$ cat config.mk
export PLATFORM = sky130hd
export DESIGN_NAME = rng_uni_gen
export DESIGN_NICKNAME = d
export VERILOG_FILES = /design/src/rtl/rng_uni_gen.sv
export SDC_FILE = /design/constraint.sdc
export NUM_CORES = 2
export LEC_CHECK = 0
export ABC_AREA = 1
export BUFFER_PORTS_ARGS = -buffer_cell sky130_fd_sc_hd__buf_2
export CAP_MARGIN = 20
export CORE_ASPECT_RATIO = 1.75
export CORE_MARGIN = 2
export CORE_UTILIZATION = 56
export CTS_BUF_LIST = sky130_fd_sc_hd__clkbuf_8 sky130_fd_sc_hd__clkbuf_16
export DETAILED_ROUTE_END_ITERATION = 10
export GPL_ROUTABILITY_DRIVEN = 0
export PLACE_DENSITY_LB_ADDON = 0.05
export SYNTH_ARGS = -nofsm -noshare
export SYNTH_HDL_FRONTEND = slang
export SYNTH_SLANG_ARGS = --single-unit
$ cat constraint.sdc
create_clock -name clk -period 40.2 [get_ports clk]
set_input_delay 8.04 -clock clk [delete_from_list [all_inputs] [get_ports clk]]
set_output_delay 8.04 -clock clk [all_outputs]
set_load 0.01 [all_outputs]
$ cat src/rtl/rng_uni_gen.sv
// rng_uni_gen: lagged-XOR uniform random word generator.
// W shift-register lanes of slightly different depths feed a permuted,
// XOR-mixed output word that is fed back into the lanes, forming one long
// ring of SEED_LEN bits. A serial seed fully overwrites that ring, an
// optional warm-up discards early words, then words are handed out under a
// valid/ready handshake.
// Optional feature: define RNG_UNI_GEN_CNT_EN to build the accepted-word
// counter on word_cnt; otherwise word_cnt is tied to zero.

module rng_uni_gen #(
  parameter int W       = 32,
  parameter int DEPTH   = 32,
  parameter int TAP_A   = 11,
  parameter int TAP_B   = 20,
  parameter int PSTRIDE = 13,
  parameter int WARMUP  = 64
) (
  input  logic         clk,
  input  logic         rst,
  input  logic         start,
  input  logic         seed_valid,
  input  logic         seed_data,
  output logic         seed_ready,
  output logic [W-1:0] rng_out,
  output logic         out_valid,
  input  logic         out_ready,
  output logic         s_out,
  output logic [31:0]  word_cnt
);

  // Depth of lane i; depths cycle DEPTH, DEPTH-1, DEPTH-2, DEPTH-3 so the
  // lanes never stay phase-aligned with each other.
  function automatic int laneDepth(input int i);
    return DEPTH - ((5 * i) % 4);
  endfunction

  // Output bit position that lane i writes; PSTRIDE odd and W a power of
  // two make this a bijection.
  function automatic int permIdx(input int i);
    return (i * PSTRIDE) % W;
  endfunction

  // Total ring length: every lane bit plus every output bit.
  function automatic int seedLen();
    int s;
    s = 0;
    for (int i = 0; i < W; i++) begin
      s += laneDepth(i);
    end
    return s + W;
  endfunction

  localparam logic [31:0] SEED_LAST = 32'(seedLen() - 1);
  localparam logic [31:0] WARM_LAST = 32'(WARMUP - 1);

  typedef enum logic [1:0] {
    ST_IDLE,
    ST_SEED,
    ST_WARMUP,
    ST_RUN
  } state_t;

  state_t        state_q;
  logic          seedReady_q;
  logic          outValid_q;
  logic [31:0]   seedCnt_q;
  logic [31:0]   warmCnt_q;
  logic [W-1:0]  rngOut_q;
  logic [W-1:0]  rngOut_d;
  logic [W-1:0]  fifoOut;
  logic [W-1:0]  laneIn;
  logic          seedStep;
  logic          genStep;
  logic          laneShift;

  // Decide whether this cycle is a seed step, a generate step or neither;
  // start suppresses any step in the cycle it is seen.
  always_comb begin
    seedStep = 1'b0;
    genStep  = 1'b0;
    if (!start) begin
      case (state_q)
        ST_SEED:   seedStep = seed_valid;
        ST_WARMUP: genStep  = 1'b1;
        ST_RUN:    genStep  = out_ready;
        default:   ;
      endcase
    end
  end

  assign laneShift = seedStep | genStep;

  // Next output word: seed steps pass lane outputs straight through and
  // inject the serial seed bit, generate steps XOR three lanes together.
  always_comb begin
    rngOut_d = rngOut_q;
    if (seedStep) begin
      for (int i = 0; i < W - 1; i++) begin
        rngOut_d[permIdx(i)] = fifoOut[i];
      end
      rngOut_d[permIdx(W - 1)] = seed_data;
    end else if (genStep) begin
      for (int i = 0; i < W; i++) begin
        rngOut_d[permIdx(i)] = fifoOut[i]
                             ^ fifoOut[(i + TAP_A) % W]
                             ^ fifoOut[(i + TAP_B) % W];
      end
    end
  end

  // One shift register per lane, each with its own depth; lane i is fed
  // from the output bit that lane i+1 wrote, closing the ring.
  for (genvar g = 0; g < W; g++) begin : gLane
    localparam int K   = DEPTH - ((5 * g) % 4);
    localparam int SRC = (((g + 1) % W) * PSTRIDE) % W;

    logic [K-1:0] sr_q;

    assign laneIn[g]  = rngOut_q[SRC];
    assign fifoOut[g] = sr_q[K-1];

    // Shift the lane on every step, hold otherwise.
    always_ff @(posedge clk or posedge rst) begin
      if (rst) begin
        sr_q <= '0;
      end else if (laneShift) begin
        sr_q <= {sr_q[K-2:0], laneIn[g]};
      end
    end
  end

  // Output word register; rngOut_d already holds the old value when idle.
  always_ff @(posedge clk or posedge rst) begin
    if (rst) begin
      rngOut_q <= '0;
    end else begin
      rngOut_q <= rngOut_d;
    end
  end

  // Control FSM with registered seed_ready/out_valid that track the state.
  always_ff @(posedge clk or posedge rst) begin
    if (rst) begin
      state_q     <= ST_IDLE;
      seedCnt_q   <= '0;
      warmCnt_q   <= '0;
      seedReady_q <= 1'b0;
      outValid_q  <= 1'b0;
    end else if (start) begin
      state_q     <= ST_SEED;
      seedCnt_q   <= '0;
      warmCnt_q   <= '0;
      seedReady_q <= 1'b1;
      outValid_q  <= 1'b0;
    end else begin
      case (state_q)
        ST_IDLE: begin
        end
        ST_SEED: begin
          if (seed_valid) begin
            seedCnt_q <= seedCnt_q + 32'd1;
            if (seedCnt_q == SEED_LAST) begin
              seedReady_q <= 1'b0;
              if (WARMUP == 0) begin
                state_q    <= ST_RUN;
                outValid_q <= 1'b1;
              end else begin
                state_q <= ST_WARMUP;
              end
            end
          end
        end
        ST_WARMUP: begin
          warmCnt_q <= warmCnt_q + 32'd1;
          if (warmCnt_q == WARM_LAST) begin
            state_q    <= ST_RUN;
            outValid_q <= 1'b1;
          end
        end
        ST_RUN: begin
        end
        default: begin
          state_q <= ST_IDLE;
        end
      endcase
    end
  end

`ifdef RNG_UNI_GEN_CNT_EN
  logic [31:0] wordCnt_q;

  // Count accepted words; restarts from zero on every (re)seed.
  always_ff @(posedge clk or posedge rst) begin
    if (rst) begin
      wordCnt_q <= '0;
    end else if (start) begin
      wordCnt_q <= '0;
    end else if (genStep && (state_q == ST_RUN)) begin
      wordCnt_q <= wordCnt_q + 32'd1;
    end
  end

  assign word_cnt = wordCnt_q;
`else
  assign word_cnt = 32'd0;
`endif

  assign seed_ready = seedReady_q;
  assign out_valid  = outValid_q;
  assign rng_out    = rngOut_q;
  assign s_out      = fifoOut[W-1];

endmodule
==> results_dict.tcl <==
set metrics [dict create \
    tightest_slew_ps 1090 \
    vias_per_cell 5.03 \
    drtIter0Drc 2183 \
    hp-class "flop to flop" \
    holdPathStages 2 \
    drc 0 \
    fin_ws_ps 27590 \
    r2r-end "gLane[22].sr_q[29]$_DFFE_PP0P_" \
    tritoncts "built" \
    synth_cell_type_count 33 \
    grtUsageTotal 0.198 \
    numPlacedInstances 5229 \
    post_cts_buffers 0 \
    worstHoldEndpoint "gLane[11].sr_q[21]$_DFFE_PP0P_" \
    drtAntennaViolNets 0 \
    regArea_sq_um 26900 \
    synth_edf_count 0 \
    cts.clk_slew.worst_paths_ps 60 \
    setup_violations 0 \
    reg2reg_slack_ps 34590 \
    final_common_cell "dfrtp_1" \
    die_h_microns 366 \
    drive_above_1_share 0.0570 \
    initial_core_util 0.567 \
    critical_path.n_buffers_inverters 6 \
    multi_input_area_sq_um 11600 \
    grt_pass1_vias 26452 \
    cts-root-buf "clkbuf_16" \
    synth-main-ff-cell "dfrtp_1" \
    dr.pass1.iters 5 \
    num_rows 132 \
    worstSetupEndpointType "flop" \
    diodes 0 \
    synthesis.instances 4466 \
    antenna_found_initial 0 \
    final_area_sq_um 45800 \
    worstPathRequired_ps 40750 \
    rr_worst_depth 9 \
    hold_path_startpoint "gLane[11].sr_q[20]$_DFFE_PP0P_" \
    num_vias 27184 \
    ctsResizeCount 0 \
    final_cells 5409 \
    slew_headroom 0.277 \
    slew_violations 0 \
    period_share 0.314 \
    total_power_uw 3780 \
    critical_path_class "primary input to flop" \
    synth-seq-cells 1076 \
    drv_cap 0 \
    mostFrequentLayoutCells "dfrtp_1 (1,076), nand2_1 (655), nor2_1 (609), inv_1 (599), a21oi_1 (545)" \
    slowest_stage "buf_4" \
    status "completed" \
    cp.depth 8 \
    num_io_pins 73 \
    cp_common_cell "buf_4" \
    overflow 0 \
    cts_buffer_depth 3 \
    ir_drop_uv 47.1 \
    crit_arrival_ps 13160 \
    area_delta_synth_final_pct 8.90 \
    fmax_mhz 79.3 \
    clock_skew_ps 20.2 \
    routed_wl_microns 73100 \
    clock-sinks 1076 \
    synthesis.area_sq_um 42000 \
    slowest_delay_ps 900 \
    ys_warn_count 0 \
    rsz0062_at_grt "false" \
    synth_area_per_cell_sq_um 9.41 \
    p_per_area_nw_per_um2 82.6 \
    die_w_microns 211 \
    pre_cts_ws_ps 26940 \
    r2r-start "state_q[1]$_DFFE_PP0P_" \
    hold_viol 0 \
    grt_max_degree 287 \
    yosysSeqAreaShare 0.641 \
    p_leak_uw 0.0212 \
    dp_hpwl_microns 44500 \
    final_nets 4400 \
    dieArea_sq_um 77300 \
    period_minus_slack_ps 12610 \
    tns_ps 0 \
    crit_family "buffers and inverters" \
    start_kind "primary input" \
    htree_num_levels 3 \
    core_area_sq_um 74200 \
    port_buffers 40 \
    fillers 6400 \
    detail_route.wl_per_cell_microns 13.5 \
    crit_chain "buf_2, a21oi_4, buf_4, buf_4, buf_12, buf_4, buf_4, mux2_2" \
    clock_latency_ps 670 \
    dpl-instance-area_sq_um 42400 \
    postCtsHoldBufs 0 \
    crit_fanout 262 \
    cts_made_buffers 95 \
    grt_pass1_wl_microns 127000 \
    synthArstFlopShare 1.00 \
]
[worst reg2reg max path, delay by kind of cell, from the launching register on]
family,cells,cell delay (ps)
compound gates,1,180
buf+inv,6,4320
flops,1,430
mux,1,440
simple gates,1,120
[power breakdown]
group	switching (uW)	total (uW)	internal, uW
clock	399	944	546
sequential	241	1840	1600
combinational	627	992	365
[cell usage after synthesis, drive strengths merged (2+ instances only)]
| cell | instances | area (sq um) |
|---|---|---|
| a21oi | 546 | 2740 |
| mux2 | 19 | 214 |
| a31oi | 3 | 18.8 |
| nor3 | 27 | 135 |
| ha | 2 | 25.0 |
| o21ai | 503 | 2520 |
| inv | 587 | 2200 |
| clkbuf | 65 | 244 |
| nand2 | 655 | 2460 |
| nor4 | 2 | 12.5 |
| nand3 | 66 | 335 |
| nand4 | 20 | 125 |
| nor2 | 609 | 2290 |
| xor2 | 35 | 307 |
| dfrtp | 1076 | 26900 |
| o22ai | 33 | 206 |
| buf | 205 | 1170 |
| and2 | 3 | 18.8 |
[state kept, by name, indices dropped and copies added (netlist names)]
register,count
state_q,2
gLane.sr_q,976
seedCnt_q,32
warmCnt_q,32
seed_ready,1
out_valid,1
rng_out,32
[cells by family after synthesis]
group	synth area share
buffers and inverters	0.0862
flip-flops	0.641
other	0.0000892
AND/OR/NAND/NOR	0.128
multiplexers	0.00509
adder cells (fa/ha/maj)	0.000595
XOR/XNOR	0.00730
AO/OA/AOI/OAI	0.132
[layer usage]
metal  GRT usage  wire length (microns)  vias to the layer above
met5           0                      0                        -
met4      0.0534                   1410                        0
met3      0.0338                   2530                      107
met2       0.322                  35300                      288
met1       0.278                  33900                    12957
li1            -                      -                    13832
[area by class of cell]
cell class | instances | share of cell area
Clock buffer | 121 | 0.0608
Timing Repair Buffer | 68 | 0.0124
Inverter | 588 | 0.0484
Sequential cell | 1076 | 0.588
Tap cell | 938 | 0.0256
Clock inverter | 55 | 0.0112
Multi-Input combinational cell | 2563 | 0.253
[through the flow]
stage,util,hold WS (ps)
floorplan,-,449
detailed placement,0.571,466
CTS,0.616,471
global placement,0.571,459
finish,0.617,473
global route,0.617,502
[worst max-delay path by stage]
stage / start / endpoint / slack (ps)
final: start / gLane[22].sr_q[29]$_DFFE_PP0P_ / 27590
after global routing: start / gLane[22].sr_q[29]$_DFFE_PP0P_ / 27010
after CTS: start / gLane[22].sr_q[29]$_DFFE_PP0P_ / 27670
after detailed placement: start / gLane[22].sr_q[29]$_DFFE_PP0P_ / 26940
after global placement: start / gLane[22].sr_q[29]$_DFFE_PP0P_ / 26960
after floorplan: rst / gLane[0].sr_q[0]$_DFFE_PP0P_ / 1870
(Power assumes the default switching activity.)
